File: config.mk
export PLATFORM = sky130hd
export DESIGN_NAME = rf_write_arbiter_flat
export DESIGN_NICKNAME = d
export VERILOG_FILES = /design/src/rtl/rf_write_arbiter_if.sv /design/src/rtl/rf_write_arbiter.sv /design/src/flat_wrapper.sv
export SDC_FILE = /design/constraint.sdc
export NUM_CORES = 1
export LEC_CHECK = 0
export BUFFER_PORTS_ARGS = -buffer_cell sky130_fd_sc_hd__buf_2
export CAP_MARGIN = 20
export CORE_MARGIN = 1
export CORE_UTILIZATION = 59
export CTS_BUF_LIST = sky130_fd_sc_hd__clkbuf_2 sky130_fd_sc_hd__clkbuf_4 sky130_fd_sc_hd__clkbuf_8
export DETAILED_ROUTE_END_ITERATION = 8
export PLACE_DENSITY = 0.83
export SYNTH_ARGS = -nofsm -noshare
export SYNTH_HDL_FRONTEND = slang
export SYNTH_SLANG_ARGS = --single-unit
export TNS_END_PERCENT = 20
File: constraint.sdc
create_clock -name clk -period 3.9 [get_ports clk]
set_input_delay 0.39 -clock clk [delete_from_list [all_inputs] [get_ports clk]]
set_output_delay 0.39 -clock clk [all_outputs]
set_load 0.01 [all_outputs]
File: src/rtl/rf_write_arbiter_if.sv
// Bus between two register-file write requesters, the arbiter and the register file.
// Signal names follow the register-file side naming used by the surrounding core.
interface rf_write_arbiter_if;
  logic        req0_valid;
  logic [4:0]  req0_reg;
  logic [63:0] req0_data;
  logic        req0_ready;
  logic        req1_valid;
  logic [4:0]  req1_reg;
  logic [63:0] req1_data;
  logic        req1_ready;
  logic        stall;
  logic [4:0]  wReg;
  logic [63:0] Data;
  logic        RegWrite;
  logic [1:0]  pend0;
  logic [1:0]  pend1;

  // Requesters and the pipeline control drive this side.
  modport master (
    output req0_valid, req0_reg, req0_data, req1_valid, req1_reg, req1_data, stall,
    input  req0_ready, req1_ready, wReg, Data, RegWrite, pend0, pend1
  );

  // The arbiter itself.
  modport slave (
    input  req0_valid, req0_reg, req0_data, req1_valid, req1_reg, req1_data, stall,
    output req0_ready, req1_ready, wReg, Data, RegWrite, pend0, pend1
  );
endinterface

File: src/rtl/rf_write_arbiter.sv
// Two-requester register-file write arbiter. Each requester owns a 2-entry FIFO;
// non-empty heads are arbitrated round robin and the winner is written out as a
// registered single-cycle write pulse. Stall freezes issue but not queueing.
module rf_write_arbiter (
  input logic               clk,
  input logic               reset,
  rf_write_arbiter_if.slave bus
);

  typedef struct packed {
    logic [4:0]  reg_idx;
    logic [63:0] data;
  } entry_t;

  // Queue storage and per-requester pointers (bit r belongs to requester r).
  entry_t      mem_q [2][2];
  logic [1:0]  wr_ptr_q, wr_ptr_d;
  logic [1:0]  rd_ptr_q, rd_ptr_d;
  logic [1:0]  cnt_q [2];
  logic [1:0]  cnt_d [2];

  entry_t      in_entry [2];
  logic [1:0]  in_valid;
  logic [1:0]  ready;
  logic [1:0]  nonempty;
  logic [1:0]  push;
  logic [1:0]  pop;

  logic        grant_valid;
  logic        grant_id;
  logic        last_grant_q, last_grant_d;
  entry_t      head;

  logic [4:0]  wreg_q, wreg_d;
  logic [63:0] data_q, data_d;
  logic        regwrite_q, regwrite_d;

  assign in_valid    = {bus.req1_valid, bus.req0_valid};
  assign in_entry[0] = {bus.req0_reg, bus.req0_data};
  assign in_entry[1] = {bus.req1_reg, bus.req1_data};

  // Occupancy flags; ready looks only at the registered count, never at a same-cycle pop.
  always_comb begin
    for (int r = 0; r < 2; r++) begin
      ready[r]    = (cnt_q[r] != 2'd2);
      nonempty[r] = (cnt_q[r] != 2'd0);
    end
  end

  assign push = in_valid & ready;

  // Round-robin arbitration over non-empty heads; a tie goes to the requester that did not win last.
  always_comb begin
    // NOTE: every combinational output gets a default first so no path leaves it unassigned (no latch).
    grant_valid = 1'b0;
    grant_id    = 1'b0;
    if (!bus.stall) begin
      if (nonempty == 2'b11) begin
        grant_valid = 1'b1;
        grant_id    = ~last_grant_q;
      end else if (nonempty[0]) begin
        grant_valid = 1'b1;
        grant_id    = 1'b0;
      end else if (nonempty[1]) begin
        grant_valid = 1'b1;
        grant_id    = 1'b1;
      end
    end
  end

  assign pop  = grant_valid ? (grant_id ? 2'b10 : 2'b01) : 2'b00;
  assign head = mem_q[grant_id][rd_ptr_q[grant_id]];

  // Next state: pointers wrap modulo 2, occupancy moves by push minus pop.
  always_comb begin
    wr_ptr_d     = wr_ptr_q ^ push;
    rd_ptr_d     = rd_ptr_q ^ pop;
    for (int r = 0; r < 2; r++) begin
      cnt_d[r] = cnt_q[r] + {1'b0, push[r]} - {1'b0, pop[r]};
    end
    regwrite_d   = grant_valid;
    wreg_d       = grant_valid ? head.reg_idx : wreg_q;
    data_d       = grant_valid ? head.data    : data_q;
    last_grant_d = grant_valid ? grant_id     : last_grant_q;
  end

  // Control and output registers, cleared asynchronously.
  always_ff @(posedge clk or negedge reset) begin
    if (!reset) begin
      wr_ptr_q     <= 2'b00;
      rd_ptr_q     <= 2'b00;
      cnt_q[0]     <= 2'd0;
      cnt_q[1]     <= 2'd0;
      regwrite_q   <= 1'b0;
      wreg_q       <= 5'd0;
      data_q       <= 64'd0;
      last_grant_q <= 1'b1;
    end else begin
      // NOTE: sequential state uses non-blocking assignments so all registers update from pre-edge values.
      wr_ptr_q     <= wr_ptr_d;
      rd_ptr_q     <= rd_ptr_d;
      cnt_q[0]     <= cnt_d[0];
      cnt_q[1]     <= cnt_d[1];
      regwrite_q   <= regwrite_d;
      wreg_q       <= wreg_d;
      data_q       <= data_d;
      last_grant_q <= last_grant_d;
    end
  end

  // Entry storage written on accepted pushes.
  // NOTE: storage is not reset; emptiness comes from the counts, so stale contents are never read.
  always_ff @(posedge clk) begin
    for (int r = 0; r < 2; r++) begin
      if (push[r]) mem_q[r][wr_ptr_q[r]] <= in_entry[r];
    end
  end

  assign bus.req0_ready = ready[0];
  assign bus.req1_ready = ready[1];
  assign bus.pend0      = cnt_q[0];
  assign bus.pend1      = cnt_q[1];
  assign bus.wReg       = wreg_q;
  assign bus.Data       = data_q;
  assign bus.RegWrite   = regwrite_q;

endmodule

File: src/flat_wrapper.sv
// flat-port wrapper written by rule: the top's interface ports become plain ports
module rf_write_arbiter_flat 
  (clk, reset, bus_req0_valid, bus_req0_reg, bus_req0_data, bus_req1_valid, bus_req1_reg, bus_req1_data, bus_stall, bus_req0_ready, bus_req1_ready, bus_wReg, bus_Data, bus_RegWrite, bus_pend0, bus_pend1);
  rf_write_arbiter_if bus_i ();
  input logic clk;
  input logic reset;
  input wire logic [$bits(bus_i.req0_valid)-1:0] bus_req0_valid;
  input wire logic [$bits(bus_i.req0_reg)-1:0] bus_req0_reg;
  input wire logic [$bits(bus_i.req0_data)-1:0] bus_req0_data;
  input wire logic [$bits(bus_i.req1_valid)-1:0] bus_req1_valid;
  input wire logic [$bits(bus_i.req1_reg)-1:0] bus_req1_reg;
  input wire logic [$bits(bus_i.req1_data)-1:0] bus_req1_data;
  input wire logic [$bits(bus_i.stall)-1:0] bus_stall;
  output wire logic [$bits(bus_i.req0_ready)-1:0] bus_req0_ready;
  output wire logic [$bits(bus_i.req1_ready)-1:0] bus_req1_ready;
  output wire logic [$bits(bus_i.wReg)-1:0] bus_wReg;
  output wire logic [$bits(bus_i.Data)-1:0] bus_Data;
  output wire logic [$bits(bus_i.RegWrite)-1:0] bus_RegWrite;
  output wire logic [$bits(bus_i.pend0)-1:0] bus_pend0;
  output wire logic [$bits(bus_i.pend1)-1:0] bus_pend1;
  assign bus_i.req0_valid = bus_req0_valid;
  assign bus_i.req0_reg = bus_req0_reg;
  assign bus_i.req0_data = bus_req0_data;
  assign bus_i.req1_valid = bus_req1_valid;
  assign bus_i.req1_reg = bus_req1_reg;
  assign bus_i.req1_data = bus_req1_data;
  assign bus_i.stall = bus_stall;
  assign bus_req0_ready = bus_i.req0_ready;
  assign bus_req1_ready = bus_i.req1_ready;
  assign bus_wReg = bus_i.wReg;
  assign bus_Data = bus_i.Data;
  assign bus_RegWrite = bus_i.RegWrite;
  assign bus_pend0 = bus_i.pend0;
  assign bus_pend1 = bus_i.pend1;
  rf_write_arbiter u_core (.clk(clk), .reset(reset), .bus(bus_i));
endmodule
Yosys cells after proc, flatten, opt, wreduce, memory -nomap -nowiden:

Memory sizes are Yosys's and may differ from the RTL's.
Index checks and enable logic that the tools add are counted.
Widths: inputs -> output; s select.

* $add $sub $neg: 4
* $lt $le $gt $ge: 6
* equal/unequal tests: 3
* multiplexer cells: 22
* bitwise logic cells: 7
* reduce and logical (&&, ||, !) cells: 4

Operator list (count)
* $mux 69: 5
* $mux 138: 2
* $demux 69 s1: 2
* $mux 1: 11
* $ge 2x2->1 const B: 3
* $not 1->2: 3
* $add 2x1->2: 2
* $lt 2x1->1 const B: 2
* $mux 2: 2
* $ne 2x2->1 const B: 2
* $reduce_bool 2->1: 2
* $sub 2x1->2: 2
* $xor 2x2->2: 2
* $and 2x2->2: 1
* $eq 2x2->1 const B: 1
* $logic_and 1x1->1: 2
* $lt 1x2->1 const B: 1
* $not 1->1: 1

* flip-flop bits (word level): 79
* memory bits (writable): 276
* input port bits: 143
* output and inout port bits: 76
* logic and storage cells: 55
* memories kept: 1

Memory list
* u_core.mem_q: depth 2, bits a word 138, read ports 1, clocked after memory_dff 0, write ports 2, RTL line rf_write_arbiter.sv:16 `entry_t mem_q [2][2];`

Logic depth before layout (Yosys ltp):

* depth in word-level cells: 11
* mapped depth: 11
* gate-level depth less buffers: 8

Least setup slack after synthesis:

Ideal clock, no wire load.

* kind: register -> register
* start point: reg u_core.cnt_q (netlist bit u_core.bus.pend0[0])
* end point: mem u_core.mem_q[0][0] (netlist bit), enable pin
* library setup time: 0.435 ns
* arrival: 2.544 ns
* required time: 3.465 ns
* setup slack: 0.921 ns
* cell stages (with the launch flop): 5
* buffers on the path: 0
* period minus slack after synthesis: 2.979 ns
* cell sequence: dfrtp_1 -> inv_1 -> nand2_1 -> and2_1 -> ha_1

RTL lines
* start, declared: RTL line rf_write_arbiter.sv:19 `logic [1:0] cnt_q [2];`
* end, declared: RTL line rf_write_arbiter.sv:16

==> insert_results.sql <==
INSERT INTO impl_metrics (metric_group, metric, value, unit) VALUES
('logic_synthesis', 'synth-edff-count', '276', ''),
('worst_setup_path', 'setup.worst_path.end_class', 'flip-flop', ''),
('placement', 'portBuffers', '218', ''),
('timing', 'grt_setup_unrepaired', 'no', ''),
('route', 'detailroute.via_count', '9096', ''),
('clock_tree', 'clkSlewWorstSetupHoldPaths', '0.06', 'ns'),
('worst_setup_path', 'critical_path.startpoint_type', 'flip-flop', ''),
('clock_tree', 'cts_setup_buffers', '0', ''),
('final_layout', 'multi_input_comb_area', '0.003266', 'mm2'),
('worst_setup_path', 'cp_num_buf_inv', '1', ''),
('pwr', 'powerDensity', '748.0', 'mW/mm2'),
('logic_synthesis', 'synthesis.instances', '888', ''),
('die', 'floorplan.io_pins', '219', ''),
('logic_synthesis', 'synth.top_cells.by_area', 'sky130_fd_sc_hd__edfxtp_1, sky130_fd_sc_hd__dfrtp_1, sky130_fd_sc_hd__nor2b_1', ''),
('placement', 'finalWeightedCongestion', '0.7674', ''),
('timing', 'finalSetupViolCount', '0', ''),
('timing', 'max_freq', '395.4', 'MHz'),
('timing', 'finalCriticalPeriod', '2.529', 'ns'),
('worst_setup_path', 'worst_setup_path_type', 'reg2reg', ''),
('logic_synthesis', 'netlist.top_cell.by_area', 'sky130_fd_sc_hd__edfxtp_1', ''),
('pwr', 'leakagePower', '6.158', 'nW'),
('clock_tree', 'cts_tree', 'done', ''),
('logic_synthesis', 'mean_instance_size_in_the_synthesized_netlist', '15.63', 'um2'),
('timing', 'max_transition_margin', '0.2824', ''),
('min_path', 'worst_hold_path_type', 'in2reg', ''),
('logic_synthesis', 'synth_nets', '1039', ''),
('die', 'die_x', '155.4', 'um'),
('grt', 'grt_start_max_net_pins', '109', ''),
('clock_tree', 'numCtsBuffers', '53', ''),
('logic_synthesis', 'synth_top_area_frac', '0.5971', ''),
('final_layout', 'fillers', '1408', ''),
('logic_synthesis', 'yosysMostFrequentCell', 'sky130_fd_sc_hd__edfxtp_1', ''),
('outcome', 'outcome', 'completed', ''),
('grt', 'grt_overflow_total', '0', ''),
('worst_setup_path', 'worst_ep_required_time', '4.38', 'ns'),
('timing', 'summed_negative_setup_slack_over_all_endpoints', '0', 'ns'),
('route', 'drcViolationCount', '0', ''),
('clock_tree', 'cts_num_sinks', '355', ''),
('logic_synthesis', 'syn-cell-area', '0.01388', 'mm2'),
('die', 'initial_utilization', '0.6076', ''),
('logic_synthesis', 'synth-main-ff-cell', 'sky130_fd_sc_hd__edfxtp_1', ''),
('logic_synthesis', 'synthTopCellsByCount', 'sky130_fd_sc_hd__edfxtp_1, sky130_fd_sc_hd__nor2b_1, sky130_fd_sc_hd__dfrtp_1', ''),
('grt', 'first_global_vias', '9052', ''),
('logic_synthesis', 'ys_async_sr_fraction', '0.2225', ''),
('worst_setup_path', 'worst_path_max_delay_cell', 'sky130_fd_sc_hd__o21bai_4', ''),
('pwr', 'peakVddDrop', '0.5176', 'mV'),
('logic_synthesis', 'synth_cell_types', '29', ''),
('timing', 'tightestPinTransition', '1.076', 'ns'),
('die', 'placement_rows', '55', ''),
('final_layout', 'seqCellArea', '0.01027', 'mm2'),
('logic_synthesis', 'synth.yosys.seq_area_share', '0.7396', ''),
('timing', 'timing.final.hold_violations', '0', ''),
('route', 'ant_nets', '0', ''),
('worst_setup_path', 'timing.critical_path.slowest_cell_delay', '0.83', 'ns'),
('worst_setup_path', 'crit_chain', 'o21bai_4, nor2_1, ha_1, inv_1, ha_1, xnor2_1, xnor2_1', ''),
('route', 'via_per_inst', '6.008', ''),
('worst_setup_path', 'timing.critical_path.fanout_max', '36', ''),
('clock_tree', 'max-clock-path-buffers', '3', ''),
('clock_tree', 'clock_insertion_delay_at_the_later_pin_of_the_skew_report', '0.57', 'ns'),
('grt', 'track_usage', '0.2745', ''),
('logic_synthesis', 'yosys_warning_count', '0', ''),
('flow_run', 'max-cap-violations', '0', ''),
('final_layout', 'finish.instance_area', '0.01689', 'mm2'),
('die', 'floorplan.die_area', '0.02414', 'mm2'),
('grt', 'number_of_antenna_violations_at_the_first_check_in_global_routing', '3', ''),
('clock_tree', 'cts_htree_levels', '2', ''),
('timing', 'timing.final.crit_share', '0.6484', ''),
('die', 'core_area', '0.02285', 'mm2'),
('final_layout', 'post_route_cells_drive_above_1_share', '0.2821', ''),
('placement', 'hpwl', '18230', 'um'),
('clock_tree', 'holdBufCountCts', '47', '');
## layout make-up
| type | instances | area share |
|---|---|---|
| Multi-Input combinational cell | 441 | 0.1933 |
| Clock buffer | 81 | 0.05747 |
| Tap cell | 313 | 0.02318 |
| Inverter | 10 | 0.002222 |
| Clock inverter | 18 | 0.006221 |
| Antenna cell | 3 | 0.0004444 |
| Sequential cell | 355 | 0.6081 |
| Timing Repair Buffer | 293 | 0.1090 |
## sequential cells by signal (all words and copies together), names as in the netlist
name	cells
u_core.bus.pend0	2
u_core.wr_ptr_q	2
u_core.bus.Data	64
u_core.bus.wReg	5
u_core.rd_ptr_q	2
u_core.last_grant_q	1
u_core.bus.RegWrite	1
u_core.mem_q	276
u_core.bus.pend1	2
## where the power goes
group | internal (mW) | leakage (nW) | switching [mW]
sequential | 5.29 | 3.52 | 0.775
clock | 1.65 | 0.576 | 1.38
combinational | 1.34 | 2.06 | 2.20
total | 8.28 | 6.16 | 4.35
## layout by cell type (no fill, tap or decap), types with 2 or more instances in the layout
cell type and count:
sky130_fd_sc_hd__edfxtp_1 276, sky130_fd_sc_hd__buf_2 217, sky130_fd_sc_hd__nor2b_1 138, sky130_fd_sc_hd__dfrtp_1 76
sky130_fd_sc_hd__a221oi_1 69, sky130_fd_sc_hd__a2111oi_0 69, sky130_fd_sc_hd__o21ai_0 69, sky130_fd_sc_hd__o31ai_1 69
sky130_fd_sc_hd__clkbuf_8 58, sky130_fd_sc_hd__dlygate4sd3_1 58, sky130_fd_sc_hd__clkbuf_4 23, sky130_fd_sc_hd__buf_4 16
sky130_fd_sc_hd__clkinv_1 10, sky130_fd_sc_hd__inv_1 9, sky130_fd_sc_hd__clkinv_2 6, sky130_fd_sc_hd__xnor2_1 5
sky130_fd_sc_hd__ha_4 4, sky130_fd_sc_hd__ha_1 4, sky130_fd_sc_hd__diode_2 3, sky130_fd_sc_hd__nand2_1 2
sky130_fd_sc_hd__and2_1 2, sky130_fd_sc_hd__buf_16 2, sky130_fd_sc_hd__dfrtp_4 2
## cells by family after synthesis
group                    synth area share
flip-flops                         0.7396
AO/OA/AOI/OAI                      0.1529
AND/OR/NAND/NOR                   0.06589
buffers and inverters             0.03065
adder cells (fa/ha/maj)          0.007211
XOR/XNOR                         0.003786
## worst register-to-register path, delay by kind of cell, from the launching register on
kind	cells	cell delay, ns
AOI/OAI and AO/OA	1	0.83
adders and majority gates	2	0.55
DFF	1	0.50
xor gates and xnor gates	2	0.33
and+or+nand+nor	1	0.20
buffers and inverters	1	0.05
## metrics by stage
step	worst slack [ns]	hold slack (ns)	util	cells	power [mW]
6_report	1.371	0.01722	0.7394	1514	12.64
5_1_grt	1.232	0.0003181	0.7392	1512	13.27
4_1_cts	1.419	0.0001958	0.7319	1498	12.57
3_5_place_dp	1.452	0.4690	0.6642	1352	9.523
3_3_place_gp	1.523	0.4686	0.6642	1352	9.368
2_1_floorplan	0.9214	0.09441	-	888	8.141
## final timing paths
path	from	cells after the start	endpoint	slack (ns)
worst max-delay path	u_core.bus.pend1[1]$_DFF_PN0_	7	u_core.bus.pend1[1]$_DFF_PN0_	1.37
worst min register to register	u_core.bus.Data[31]$_DFFE_PN0N_	2	u_core.bus.Data[31]$_DFFE_PN0N_	0.51
worst max register to register	u_core.bus.pend1[1]$_DFF_PN0_	7	u_core.bus.pend1[1]$_DFF_PN0_	1.37
worst min-delay path	bus_req1_data[24]	1	u_core.mem_q[1][24]$_DFFE_PP_	0.02
max in group asynchronous	reset	3	u_core.bus.Data[15]$_DFFE_PN0N_	2.57
min in group asynchronous	reset	2	u_core.bus.Data[61]$_DFFE_PN0N_	0.41
## per-layer routing
metal,up-vias,share of wire,track usage
li1,4099,-,-
met1,4432,0.40,0.3834
met2,509,0.49,0.4390
met3,56,0.091,0.05655
met4,0,0.023,0.08497
met5,-,0,0
(Power assumes the default switching activity.)
